`src/rtl/multicycle_controller_if.sv`:
```
// Control bus between the multicycle controller and the datapath/memory side.
// The master modport is the controller; the slave modport is the datapath.
interface multicycle_controller_if #(
    parameter int ALU_OP_W = 4
);
    logic [5:0]          instruction;
    logic                c;
    logic                z;
    logic                mem_ready;
    logic                ir_load;
    logic                pc_write;
    logic [3:0]          pc_src;
    logic [ALU_OP_W-1:0] alu_op;
    logic                alu_src_const;
    logic [1:0]          cin_sel;
    logic                mem_read;
    logic                mem_write;
    logic                rf_write;
    logic [2:0]          rf_in_sel;
    logic                rf_read2_rd;
    logic                push_stack;
    logic                pop_stack;
    logic                busy;
    logic                fault;
    logic [1:0]          fault_code;

    modport master (
        input  instruction, c, z, mem_ready,
        output ir_load, pc_write, pc_src, alu_op, alu_src_const,
        output cin_sel, mem_read, mem_write, rf_write, rf_in_sel,
        output rf_read2_rd, push_stack, pop_stack, busy, fault, fault_code
    );

    modport slave (
        output instruction, c, z, mem_ready,
        input  ir_load, pc_write, pc_src, alu_op, alu_src_const,
        input  cin_sel, mem_read, mem_write, rf_write, rf_in_sel,
        input  rf_read2_rd, push_stack, pop_stack, busy, fault, fault_code
    );
endinterface

```
`src/rtl/multicycle_controller.sv`:
```
// FETCH/DECODE/EXEC/MEM/WB control FSM with return-stack and memory-timeout faults.
// Define MC_CTRL_PERF_EN to add saturating cycle_count/retire_count outputs.
module multicycle_controller #(
    parameter int ALU_OP_W    = 4,
    parameter int STACK_DEPTH = 8,
    parameter int MEM_TIMEOUT = 15
) (
    input  logic clk,
    input  logic rst,
    multicycle_controller_if.master bus
`ifdef MC_CTRL_PERF_EN
    ,
    output logic [31:0] cycle_count,
    output logic [31:0] retire_count
`endif
);

    localparam int OCC_W = $clog2(STACK_DEPTH + 1);
    localparam int TMO_W = (MEM_TIMEOUT < 2) ? 1 : $clog2(MEM_TIMEOUT + 1);

    typedef enum logic [2:0] {
        S_FETCH, S_DECODE, S_EXEC, S_MEM, S_WB, S_FAULT
    } state_e;

    typedef enum logic [3:0] {
        CL_ALU_R, CL_ALU_I, CL_SHIFT, CL_LDM, CL_STM,
        CL_BR, CL_JMP, CL_JSB, CL_RET, CL_NOP
    } op_class_e;

    state_e             state_q, state_d;
    logic [OCC_W-1:0]   occ_q, occ_d;
    logic [TMO_W-1:0]   tmo_q, tmo_d;
    logic               fault_q, fault_d;
    logic [1:0]         fcode_q, fcode_d;

    op_class_e          cls;
    logic               taken;
    logic               is_ldm;
    logic [TMO_W:0]     tmo_inc;
    logic               timed_out;

    logic                ir_load, pc_write, alu_src_const;
    logic                mem_read, mem_write, rf_write, rf_read2_rd;
    logic                push_stack, pop_stack, busy;
    logic [3:0]          pc_src;
    logic [ALU_OP_W-1:0] alu_op;
    logic [1:0]          cin_sel;
    logic [2:0]          rf_in_sel;

    always_comb begin
        cls = CL_NOP;
        casez (bus.instruction)
            6'b00????: cls = CL_ALU_R;
            6'b01????: cls = CL_ALU_I;
            6'b100???: cls = CL_SHIFT;
            6'b101000: cls = CL_LDM;
            6'b101001: cls = CL_STM;
            6'b110???: cls = CL_BR;
            6'b111000: cls = CL_JMP;
            6'b111001: cls = CL_JSB;
            6'b111010: cls = CL_RET;
            default:   cls = CL_NOP;
        endcase
    end

    always_comb begin
        unique case (bus.instruction[2:1])
            2'b00:   taken = bus.z;
            2'b01:   taken = !bus.z;
            2'b10:   taken = bus.c;
            default: taken = !bus.c;
        endcase
    end

    assign is_ldm    = (cls == CL_LDM);
    assign tmo_inc   = {1'b0, tmo_q} + 1'b1;
    // a ready in the final allowed cycle takes priority over the timeout
    assign timed_out = (MEM_TIMEOUT != 0) &&
                       (tmo_inc == (TMO_W + 1)'(MEM_TIMEOUT));

    always_comb begin
        state_d       = state_q;
        occ_d         = occ_q;
        tmo_d         = tmo_q;
        fault_d       = fault_q;
        fcode_d       = fcode_q;
        ir_load       = 1'b0;
        pc_write      = 1'b0;
        pc_src        = 4'b0000;
        alu_op        = '0;
        alu_src_const = 1'b0;
        cin_sel       = 2'b00;
        mem_read      = 1'b0;
        mem_write     = 1'b0;
        rf_write      = 1'b0;
        rf_in_sel     = 3'b000;
        rf_read2_rd   = 1'b0;
        push_stack    = 1'b0;
        pop_stack     = 1'b0;
        busy          = 1'b0;
        if (!rst) begin
            unique case (state_q)
                S_FETCH: begin
                    ir_load = 1'b1;
                    state_d = S_DECODE;
                end
                S_DECODE: begin
                    busy    = 1'b1;
                    state_d = S_EXEC;
                end
                S_EXEC: begin
                    busy = 1'b1;
                    unique case (cls)
                        CL_ALU_R, CL_ALU_I: begin
                            alu_op        = ALU_OP_W'({1'b0, bus.instruction[3:1]});
                            alu_src_const = (cls == CL_ALU_I);
                            cin_sel       = 2'b01;
                            state_d       = S_WB;
                        end
                        CL_SHIFT: begin
                            cin_sel = 2'b10;
                            state_d = S_WB;
                        end
                        CL_LDM, CL_STM: begin
                            alu_src_const = 1'b1;
                            tmo_d         = '0;
                            state_d       = S_MEM;
                        end
                        CL_BR: begin
                            pc_write = 1'b1;
                            pc_src   = taken ? 4'b0010 : 4'b0001;
                            state_d  = S_FETCH;
                        end
                        CL_JMP: begin
                            pc_write = 1'b1;
                            pc_src   = 4'b0100;
                            state_d  = S_FETCH;
                        end
                        CL_JSB: begin
                            if (occ_q < OCC_W'(STACK_DEPTH)) begin
                                push_stack = 1'b1;
                                pc_write   = 1'b1;
                                pc_src     = 4'b0100;
                                occ_d      = occ_q + OCC_W'(1);
                                state_d    = S_FETCH;
                            end else begin
                                fault_d = 1'b1;
                                fcode_d = 2'b01;
                                state_d = S_FAULT;
                            end
                        end
                        CL_RET: begin
                            if (occ_q != '0) begin
                                pop_stack = 1'b1;
                                pc_write  = 1'b1;
                                pc_src    = 4'b1000;
                                occ_d     = occ_q - OCC_W'(1);
                                state_d   = S_FETCH;
                            end else begin
                                fault_d = 1'b1;
                                fcode_d = 2'b10;
                                state_d = S_FAULT;
                            end
                        end
                        default: begin
                            pc_write = 1'b1;
                            pc_src   = 4'b0001;
                            state_d  = S_FETCH;
                        end
                    endcase
                end
                S_MEM: begin
                    busy        = 1'b1;
                    mem_read    = is_ldm;
                    mem_write   = !is_ldm;
                    rf_read2_rd = !is_ldm;
                    if (bus.mem_ready) begin
                        if (is_ldm) begin
                            state_d = S_WB;
                        end else begin
                            pc_write = 1'b1;
                            pc_src   = 4'b0001;
                            state_d  = S_FETCH;
                        end
                    end else if (timed_out) begin
                        fault_d = 1'b1;
                        fcode_d = 2'b11;
                        state_d = S_FAULT;
                    end else begin
                        tmo_d = tmo_inc[TMO_W-1:0];
                    end
                end
                S_WB: begin
                    busy      = 1'b1;
                    rf_write  = 1'b1;
                    rf_in_sel = is_ldm ? 3'b010 :
                                (cls == CL_SHIFT) ? 3'b100 : 3'b001;
                    pc_write  = 1'b1;
                    pc_src    = 4'b0001;
                    state_d   = S_FETCH;
                end
                S_FAULT: begin
                    state_d = S_FAULT;
                end
                default: begin
                    state_d = S_FETCH;
                end
            endcase
        end
    end

    always_ff @(posedge clk or posedge rst) begin
        if (rst) begin
            state_q <= S_FETCH;
            occ_q   <= '0;
            tmo_q   <= '0;
            fault_q <= 1'b0;
            fcode_q <= 2'b00;
        end else begin
            state_q <= state_d;
            occ_q   <= occ_d;
            tmo_q   <= tmo_d;
            fault_q <= fault_d;
            fcode_q <= fcode_d;
        end
    end

    assign bus.ir_load       = ir_load;
    assign bus.pc_write      = pc_write;
    assign bus.pc_src        = pc_src;
    assign bus.alu_op        = alu_op;
    assign bus.alu_src_const = alu_src_const;
    assign bus.cin_sel       = cin_sel;
    assign bus.mem_read      = mem_read;
    assign bus.mem_write     = mem_write;
    assign bus.rf_write      = rf_write;
    assign bus.rf_in_sel     = rf_in_sel;
    assign bus.rf_read2_rd   = rf_read2_rd;
    assign bus.push_stack    = push_stack;
    assign bus.pop_stack     = pop_stack;
    assign bus.busy          = busy;
    assign bus.fault         = fault_q;
    assign bus.fault_code    = fcode_q;

`ifdef MC_CTRL_PERF_EN
    logic [31:0] cyc_q, cyc_d;
    logic [31:0] ret_q, ret_d;

    always_comb begin
        cyc_d = cyc_q;
        ret_d = ret_q;
        if (state_q != S_FAULT && cyc_q != '1) cyc_d = cyc_q + 32'd1;
        if (pc_write && ret_q != '1)            ret_d = ret_q + 32'd1;
    end

    always_ff @(posedge clk or posedge rst) begin
        if (rst) begin
            cyc_q <= '0;
            ret_q <= '0;
        end else begin
            cyc_q <= cyc_d;
            ret_q <= ret_d;
        end
    end

    assign cycle_count  = cyc_q;
    assign retire_count = ret_q;
`endif

endmodule
```
`src/flat_wrapper.sv`:
```
// flat-port wrapper written by rule: the top's interface ports become plain ports
module multicycle_controller_flat 
#(
    parameter int ALU_OP_W    = 4,
    parameter int STACK_DEPTH = 8,
    parameter int MEM_TIMEOUT = 15
)
  (clk, rst, bus_instruction, bus_c, bus_z, bus_mem_ready, bus_ir_load, bus_pc_write, bus_pc_src, bus_alu_op, bus_alu_src_const, bus_cin_sel, bus_mem_read, bus_mem_write, bus_rf_write, bus_rf_in_sel, bus_rf_read2_rd, bus_push_stack, bus_pop_stack, bus_busy, bus_fault, bus_fault_code);
  multicycle_controller_if #(.ALU_OP_W(ALU_OP_W)) bus_i ();
  input  logic clk;
  input  logic rst;
  input wire logic [$bits(bus_i.instruction)-1:0] bus_instruction;
  input wire logic [$bits(bus_i.c)-1:0] bus_c;
  input wire logic [$bits(bus_i.z)-1:0] bus_z;
  input wire logic [$bits(bus_i.mem_ready)-1:0] bus_mem_ready;
  output wire logic [$bits(bus_i.ir_load)-1:0] bus_ir_load;
  output wire logic [$bits(bus_i.pc_write)-1:0] bus_pc_write;
  output wire logic [$bits(bus_i.pc_src)-1:0] bus_pc_src;
  output wire logic [$bits(bus_i.alu_op)-1:0] bus_alu_op;
  output wire logic [$bits(bus_i.alu_src_const)-1:0] bus_alu_src_const;
  output wire logic [$bits(bus_i.cin_sel)-1:0] bus_cin_sel;
  output wire logic [$bits(bus_i.mem_read)-1:0] bus_mem_read;
  output wire logic [$bits(bus_i.mem_write)-1:0] bus_mem_write;
  output wire logic [$bits(bus_i.rf_write)-1:0] bus_rf_write;
  output wire logic [$bits(bus_i.rf_in_sel)-1:0] bus_rf_in_sel;
  output wire logic [$bits(bus_i.rf_read2_rd)-1:0] bus_rf_read2_rd;
  output wire logic [$bits(bus_i.push_stack)-1:0] bus_push_stack;
  output wire logic [$bits(bus_i.pop_stack)-1:0] bus_pop_stack;
  output wire logic [$bits(bus_i.busy)-1:0] bus_busy;
  output wire logic [$bits(bus_i.fault)-1:0] bus_fault;
  output wire logic [$bits(bus_i.fault_code)-1:0] bus_fault_code;
  assign bus_i.instruction = bus_instruction;
  assign bus_i.c = bus_c;
  assign bus_i.z = bus_z;
  assign bus_i.mem_ready = bus_mem_ready;
  assign bus_ir_load = bus_i.ir_load;
  assign bus_pc_write = bus_i.pc_write;
  assign bus_pc_src = bus_i.pc_src;
  assign bus_alu_op = bus_i.alu_op;
  assign bus_alu_src_const = bus_i.alu_src_const;
  assign bus_cin_sel = bus_i.cin_sel;
  assign bus_mem_read = bus_i.mem_read;
  assign bus_mem_write = bus_i.mem_write;
  assign bus_rf_write = bus_i.rf_write;
  assign bus_rf_in_sel = bus_i.rf_in_sel;
  assign bus_rf_read2_rd = bus_i.rf_read2_rd;
  assign bus_push_stack = bus_i.push_stack;
  assign bus_pop_stack = bus_i.pop_stack;
  assign bus_busy = bus_i.busy;
  assign bus_fault = bus_i.fault;
  assign bus_fault_code = bus_i.fault_code;
  multicycle_controller #(.ALU_OP_W(ALU_OP_W), .STACK_DEPTH(STACK_DEPTH), .MEM_TIMEOUT(MEM_TIMEOUT)) u_core (.clk(clk), .rst(rst), .bus(bus_i));
endmodule
```
`config.mk`:
```
export PLATFORM = sky130hd
export DESIGN_NAME = multicycle_controller_flat
export DESIGN_NICKNAME = d
export VERILOG_FILES = /design/src/rtl/multicycle_controller_if.sv /design/src/rtl/multicycle_controller.sv /design/src/flat_wrapper.sv
export SDC_FILE = /design/constraint.sdc
export NUM_CORES = 1
export LEC_CHECK = 0
export ABC_AREA = 1
export CORE_MARGIN = 2
export CORE_UTILIZATION = 45
export CTS_BUF_LIST = sky130_fd_sc_hd__clkbuf_8
export CTS_CLUSTER_DIAMETER = 150
export DETAILED_ROUTE_END_ITERATION = 12
export DONT_BUFFER_PORTS = 1
export GPL_ROUTABILITY_DRIVEN = 0
export PLACE_DENSITY = 0.59
export SYNTH_ARGS = -nofsm -noshare
export SYNTH_HDL_FRONTEND = slang
export SYNTH_SLANG_ARGS = --single-unit
export TNS_END_PERCENT = 10
```
`constraint.sdc`:
```
create_clock -name clk -period 1.6 [get_ports clk]
set_clock_uncertainty 0.1 [all_clocks]
set_input_delay 0.32 -clock clk [delete_from_list [all_inputs] [get_ports clk]]
set_output_delay 0.32 -clock clk [all_outputs]
set_load 0.01 [all_outputs]
```
==> run summary, run 1 <==
* finished, violations left — outcome
* design-rule violations, negative setup slack — violated checks
* 539.8 MHz — achievable frequency
* 3173 um — total routed wirelength
* 0.05 ns — clock edge transition at the registers on the reported setup and hold paths
* 0 — Final Hold Vio Count
* 14 — clock sink count
* 218 — number of nets produced by synthesis
* 0 — initial antenna violation count
* 932.2 nW/um2 — pwr dens
* 1364 — overall via count from detail_route
* true — setup repair after global routing missed its margin
* 0.3810 mV — Max IR drop VDD
* sky130_fd_sc_hd__nand2_1, sky130_fd_sc_hd__buf_4, sky130_fd_sc_hd__nor2_1 — commonest non-fill, non-tap cells in the layout
* 52 — iteration-0 DRC count of the detailed router
* 0 — final slew viol count
* sky130_fd_sc_hd__dfrtp_1 — largest area contributor in the synthesized netlist
* 19 — total number of placement rows
* 20.31% — all-layer global routing usage
* output pin — Worst setup EP type
* 36.41% — post-synthesis to final-layout area growth
* -0.2526 ns — fin worst setup slack
* 0 — number of warnings issued by yosys
* 260 — number of nets at the end of the flow
* 115.8% — ratio of final minimum period to clock period
* 2543 um — detailed-placement wirelength estimate
* 1344 um2 — Synth Cell Area
* flop — CP startpoint kind
* u_core.state_q[2]$_DFFE_PP0P_ — destination of the worst hold path
* 0 — number of flops mapped to enable cells by yosys
* 0 — count of maximum capacitance violations
* 58.65 um — Chip Width
* 965.9 um2 — area of combinational cells with multiple inputs
* 7 — R2R depth
* 14 — flip-flop and latch count after synthesis
* 26.07% — fraction of post-synthesis cell area in the top cell type by area
* 3439 um2 — area of the die
* 202 — cell count after synthesis
* 0.37 ns — largest stage delay on the critical path
* 32 — library cells used by synthesis
* 4.996 — per-cell via count in the routed design
* 0 — post-route antenna net violation count
* 269 — Placed Cells incl. Taps
* 42.15% — fraction of final layout cells sized beyond drive strength 1
* input port to flop — class of the tightest hold or removal check
* 1 — number of remaining DRC errors
* 2805 um2 — area inside the core boundary
* 15 — maximum number of pins on one net before global-route repair
* sky130_fd_sc_hd__nand2_1 — most common library cell in the layout ignoring fill and taps
* 0 — Antenna Cells
* 0 — number of post-CTS setup repair buffers
* u_core.state_q[0]$_DFFE_PP0P_ — FF-to-FF End
* 1.43 ns — worst endpoint data arrival time
* 6.652 um2 — Post-Synthesis Mean Instance Area
* built — clock tree from TritonCTS
* rst — startpoint of the most critical hold path
* 22 — setup violation total in the final timing report
* 0.9054 nW — leakage power
* -3.688 ns — Sum Neg Setup Slack
* 2 — Clock Tree Buf Depth
* 1.18 ns — endpoint required time on the critical path
* sky130_fd_sc_hd__dfrtp_1, sky130_fd_sc_hd__nand2_1, sky130_fd_sc_hd__nor2_1 — leading post-synthesis cells by cell area
* 100.0% — proportion of register bits with asynchronous set or reset after synthesis
* 11.62 um — post-detailed-route wirelength per cell
* 26.07% — fraction of the yosys area taken by sequential cells
* 6 — Worst Path Max Fanout
* 58.65 um — die outline height
* -0.02 ns — worst-case register-to-register setup slack
* u_core.state_q[1]$_DFFE_PP0P_ — worst setup path start
* 47.90% — Initial Utilization
* 1 — H-tree depth
* 0 — residual overflow from global routing
* 3 — depth of the worst hold-timing path
* 1.853 ns — final period demand of the worst path
* u_core.tmo_q[1]$_DFFE_PP0P_ — reg2reg start
* 37 — IO Pins
* flop to output pin — Setup Crit Path Kind
* sky130_fd_sc_hd__dfrtp_1 — Crit-path slowest cell
* 273 — final cell count without fillers
* sky130_fd_sc_hd__clkbuf_8 — cell at the root of the clock tree
* 1313 — vias in the first global route
* 65.34% — core occupancy in the finished layout
* 0.24 ns — Skew-Pair Late Insertion Delay
* 352.8 um2 — area occupied by registers
* 261 — count of filler cells inserted in the layout
* sky130_fd_sc_hd__dfrtp_1 — most common flop cell mapped by yosys
* 8 — number of iterations in the first detailed-routing pass
* inv_2, nor2_4, inv_2, nor2_4, inv_2, nor2_4, inv_4, a21oi_1 — cell chain of the critical path
* 3 — CTS buffer count
* -0.1602 ns — Post-Place Worst Slack
* 0 — quantity of I/O buffers inserted on ports
* 5464 um — wire length of the first global-routing pass
flip-flops by register name, summed over array words and instances, names as in the netlist:
signal,flops
u_core.bus.fault_code,2
u_core.bus.fault,1
u_core.occ_q,4
u_core.state_q,3
u_core.tmo_q,4
through the flow:
step | cell area (um2) | hold WS, ns | total power (W)
finish | 1833 | 0.1902 | 0.001709
global route | 1833 | 0.1927 | 0.001850
CTS | 1772 | 0.1662 | 0.001652
detailed placement | 1679 | 0.1340 | 0.001328
global placement | 1679 | 0.1269 | 0.001313
floorplan | 1368 | 0.2559 | 0.001042
where the power goes:
group / switching, W / internal (W) / leakage (nW)
Combinational: 0.000554 / 0.000368 / 0.708
Clock: 0.000112 / 0.000166 / 0.0216
Sequential: 0.0000829 / 0.000424 / 0.176
Total: 0.000750 / 0.000959 / 0.905
synthesized netlist by cell type, drive strengths merged, types with 2 or more instances:
master / n
ha: 4
a21oi: 8
nand3: 12
nor3: 3
nor2: 40
buf: 3
nand4: 2
nand2: 63
inv: 32
o21ai: 10
xnor2: 4
dfrtp: 14
area by class of cell:
cell class	instances	area share [%]
clock buffers	3	2.253
flip-flops and latches	14	19.25
inverters	32	7.167
multi-input cells	153	52.70
well taps	31	2.116
repair buffers	40	16.52
per-layer routing:
metal | up-vias | global-route usage, % | part of all wire [%]
li1 | 702 | - | -
met1 | 630 | 23.38 | 42
met2 | 28 | 38.36 | 52
met3 | 4 | 5.714 | 4.4
met4 | 0 | 2.273 | 1.1
met5 | - | 0 | 0
worst max-delay path: cells and delay by family (launching register included):
kind,cells,cell delay [ns]
flops,1,0.37
compound gates,1,0.22
buf+inv,4,0.27
simple gates,3,0.34
worst max-delay path by stage:
stage                                       end  slack, ns  cells past startpoint
global route                      bus_pc_src[2]      -0.32                      8
global placement                   bus_pc_write      -0.13                      8
CTS                               bus_pc_src[1]      -0.28                      8
finish                            bus_pc_src[2]      -0.25                      8
floorplan           u_core.occ_q[3]$_DFFE_PP0P_      -0.14                     13
detailed placement                 bus_pc_write      -0.16                      8
cells by family after synthesis:
group,Yosys count,share of synthesized area [%]
and+or+nand+nor,122,45.07
adders and majority gates,5,5.214
DFF,14,26.07
other,1,0.2791
xor gates and xnor gates,5,3.259
buffers and inverters,35,10.61
AOI/OAI and AO/OA,20,9.498
timing repair:
item,4_1_cts,5_1_grt
hold buffers,1,0
pin swaps,5,6
endpoints found under the hold margin,14,0
cloned,0,0
resized for setup,18,16
endpoints found under the setup margin,22,33
No activity file was read; power rests on OpenSTA's default activity.
==> run 2, diff against run 1 <==
CORE_MARGIN = unset   (was 2)
==> run 2 against run 1 <==
Against the previous run:
- the run ends with negative setup slack left
- critical path depth is 1 lower
- die area is 6.7% lower
- sequential cell count is the same
- global-route usage up 1.7 points
- first-iteration DRC count decreased by 46%
- cell count increased by 0.37%
- core utilization rose by 0.96 points
- register-to-register slack worse by 0.04 ns
- clock power up 25%
- count of clock-buffer cells in the layout rose by 1
- power increased by 5.4%
==> run summary, run 2 (same netlist as run 1, synthesis figures left out) <==
* 0 — post-route antenna net violation count, unchanged
* 0.001801 W — overall power after layout, was 0.001709 W
* 0.9281 nW — leakage power, was 0.9054 nW
* 0 — initial antenna violation count, unchanged
* output pin — Worst setup EP type, unchanged
* input port to flop — class of the tightest hold or removal check, unchanged
* 6 — Worst Path Max Fanout, unchanged
* flop — CP startpoint kind, unchanged
* 4 — number of iterations in the first detailed-routing pass, was 8
* 0 — final slew viol count, unchanged
* flop to output pin — Setup Crit Path Kind, unchanged
* 66.31% — core occupancy in the finished layout, was 65.34%
* 261 — count of filler cells inserted in the layout, unchanged
* 117.7% — ratio of final minimum period to clock period, was 115.8%
* 1 — H-tree depth, unchanged
* 52.6% — Comb pwr share, was 54.0%
* 42.39% — fraction of final layout cells sized beyond drive strength 1, was 42.15%
* 19.4% — Clock power frac, was 16.3%
* 260 — number of nets at the end of the flow, unchanged
* 1844 um2 — final instance area, was 1833 um2
* 0 — Final Hold Vio Count, unchanged
* 15 — maximum number of pins on one net before global-route repair, unchanged
* 48.31% — Initial Utilization, was 47.90%
* 976.6 nW/um2 — pwr dens, was 932.2 nW/um2
* 3 — CTS buffer count, unchanged
* 11.56 um — post-detailed-route wirelength per cell, was 11.62 um
* true — setup repair after global routing missed its margin, unchanged
* finished, violations left — outcome, unchanged
* 0 — Antenna Cells, unchanged
* 14 — clock sink count, unchanged
* 2567 um — detailed-placement wirelength estimate, was 2543 um
* built — clock tree from TritonCTS, unchanged
* sky130_fd_sc_hd__clkbuf_8 — cell at the root of the clock tree, unchanged
* 1.883 ns — final period demand of the worst path, was 1.853 ns
* -0.2830 ns — fin worst setup slack, was -0.2526 ns
* 1657 um2 — post-placement cell area, was 1679 um2
* 4.960 — per-cell via count in the routed design, was 4.996
* 0.001034 W — internal power summed over all cells, was 0.0009588 W
* 37 — IO Pins, unchanged
* 0.0007667 W — total net switching power, was 0.0007498 W
* 0.25 ns — Skew-Pair Late Insertion Delay, was 0.24 ns
* 0.7248 mV — Max IR drop VDD, was 0.3810 mV
* 1.46 ns — worst endpoint data arrival time, was 1.43 ns
* 0.1476 ns — worst hold-check slack, was 0.1902 ns
* 1320 — vias in the first global route, was 1313
* 0.06 ns — clock edge transition at the registers on the reported setup and hold paths, was 0.05 ns
* 2 — Clock Tree Buf Depth, unchanged
* 531.1 MHz — achievable frequency, was 539.8 MHz
* 0 — residual overflow from global routing, unchanged
* 42.57% — switching portion of total power, was 43.88%
* 28.0% — sequential cell fraction of total power, was 29.7%
* 56.65 um — die outline height, was 58.65 um
* 56.65 um — Chip Width, was 58.65 um
* u_core.occ_q: 4 flops, u_core.tmo_q: 4 flops, u_core.state_q: 3 flops — registers with the most flip-flops, unchanged
* 3168 um — total routed wirelength, was 3173 um
* sky130_fd_sc_hd__nand2_1 — most common library cell in the layout ignoring fill and taps, unchanged
* 0 — number of remaining DRC errors, was 1
* 1.18 ns — endpoint required time on the critical path, about the same
* sky130_fd_sc_hd__nand2_1, sky130_fd_sc_hd__buf_4, sky130_fd_sc_hd__nor2_1 — commonest non-fill, non-tap cells in the layout, unchanged
* 22.02% — all-layer global routing usage, was 20.31%
* 3209 um2 — area of the die, was 3439 um2
* 2781 um2 — area inside the core boundary, was 2805 um2
* 19 — total number of placement rows, unchanged
* 1359 — overall via count from detail_route, was 1364
* 24 — setup violation total in the final timing report, was 22
* 5492 um — wire length of the first global-routing pass, was 5464 um
* 0 — quantity of I/O buffers inserted on ports, unchanged
* 0 — count of maximum capacitance violations, unchanged
* negative setup slack — violated checks, was design-rule violations, negative setup slack
* 37.24% — post-synthesis to final-layout area growth, was 36.41%
* 28 — iteration-0 DRC count of the detailed router, was 52
-- run 2: cell types whose count changed in the layout (fill, tap and decap cells not counted), sizes merged --
cell and delta:
clkbuf +1
-- run 2: final cells by class --
cell class,instances,area (um2),share of cell area [%]
Tap cell,31,38.79,2.103
Timing Repair Buffer,40,306.5,16.62
Multi-Input combinational cell,153,958.4,51.97
Sequential cell,14,351.6,19.06
Clock buffer,4,55.05,2.985
Inverter,32,133.9,7.259
-- run 2: critical path: stages (launching register included) --
cell and delay (ns):
sky130_fd_sc_hd__dfrtp_1 0.41, sky130_fd_sc_hd__nor2_4 0.16, sky130_fd_sc_hd__inv_2 0.07, sky130_fd_sc_hd__nor2_4 0.11, sky130_fd_sc_hd__inv_4 0.06, sky130_fd_sc_hd__nor2_4 0.12
sky130_fd_sc_hd__inv_4 0.07, sky130_fd_sc_hd__a211oi_4 0.20
-- run 2: path summary, 6_finish.rpt --
check	depth (start not counted)	endpoint	from	slack, ns
setup / recovery	7	bus_pc_src[1]	u_core.state_q[2]$_DFFE_PP0P_	-0.28
hold / removal	3	u_core.state_q[0]$_DFFE_PP0P_	rst	0.15
setup reg to reg	7	u_core.state_q[0]$_DFFE_PP0P_	u_core.tmo_q[1]$_DFFE_PP0P_	-0.06
hold reg to reg	2	u_core.tmo_q[3]$_DFFE_PP0P_	u_core.tmo_q[3]$_DFFE_PP0P_	0.41
max in group asynchronous	3	u_core.state_q[0]$_DFFE_PP0P_	rst	0.81
min in group asynchronous	3	u_core.state_q[2]$_DFFE_PP0P_	rst	0.41
-- run 2: per-layer routing --
metal / vias up / share of wire, % / track usage, %
met1: 624 / 44 / 25.80
met5: - / 0 / 0
li1: 703 / - / -
met3: 4 / 4.1 / 5.069
met4: 0 / 1.5 / 9.756
met2: 28 / 50 / 37.98
-- run 2: stage by stage --
stage	instances	TNS [ns]	worst slack [ns]
after CTS	272	-4.342	-0.2863
after global placement	266	-0.3730	-0.1462
after detailed placement	266	-0.5848	-0.1945
after global routing	274	-7.176	-0.3616
after floorplan	202	-0.7732	-0.1387
final	274	-4.706	-0.2830
-- run 2: what timing repair did --
item | in CTS | in global routing
setup buffers | 1 | 2
hold buffers | 1 | 0
gates resized for setup | 19 | 14
hold endpoints to repair | 14 | 0
endpoints found under the setup margin | 23 | 32
pin swaps | 6 | 6
-- run 2: power by group through the flow --
| stage | Sequential, W | Combinational (W) | Clock, W |
|---|---|---|---|
| after global placement | 0.000502 | 0.000788 | 0 |
| after CTS | 0.000500 | 0.000869 | 0.000356 |
| after floorplan | 0.000501 | 0.000541 | 0 |
| after detailed placement | 0.000504 | 0.000808 | 0 |
| after global routing | 0.000511 | 0.00105 | 0.000369 |
| final | 0.000504 | 0.000947 | 0.000350 |
==> run 3, diff against run 2 <==
CTS_CLUSTER_DIAMETER = 120   (was 150)
==> results of run 3 <==
No change in the layout: final DEF, timing and power equal those of run 2.
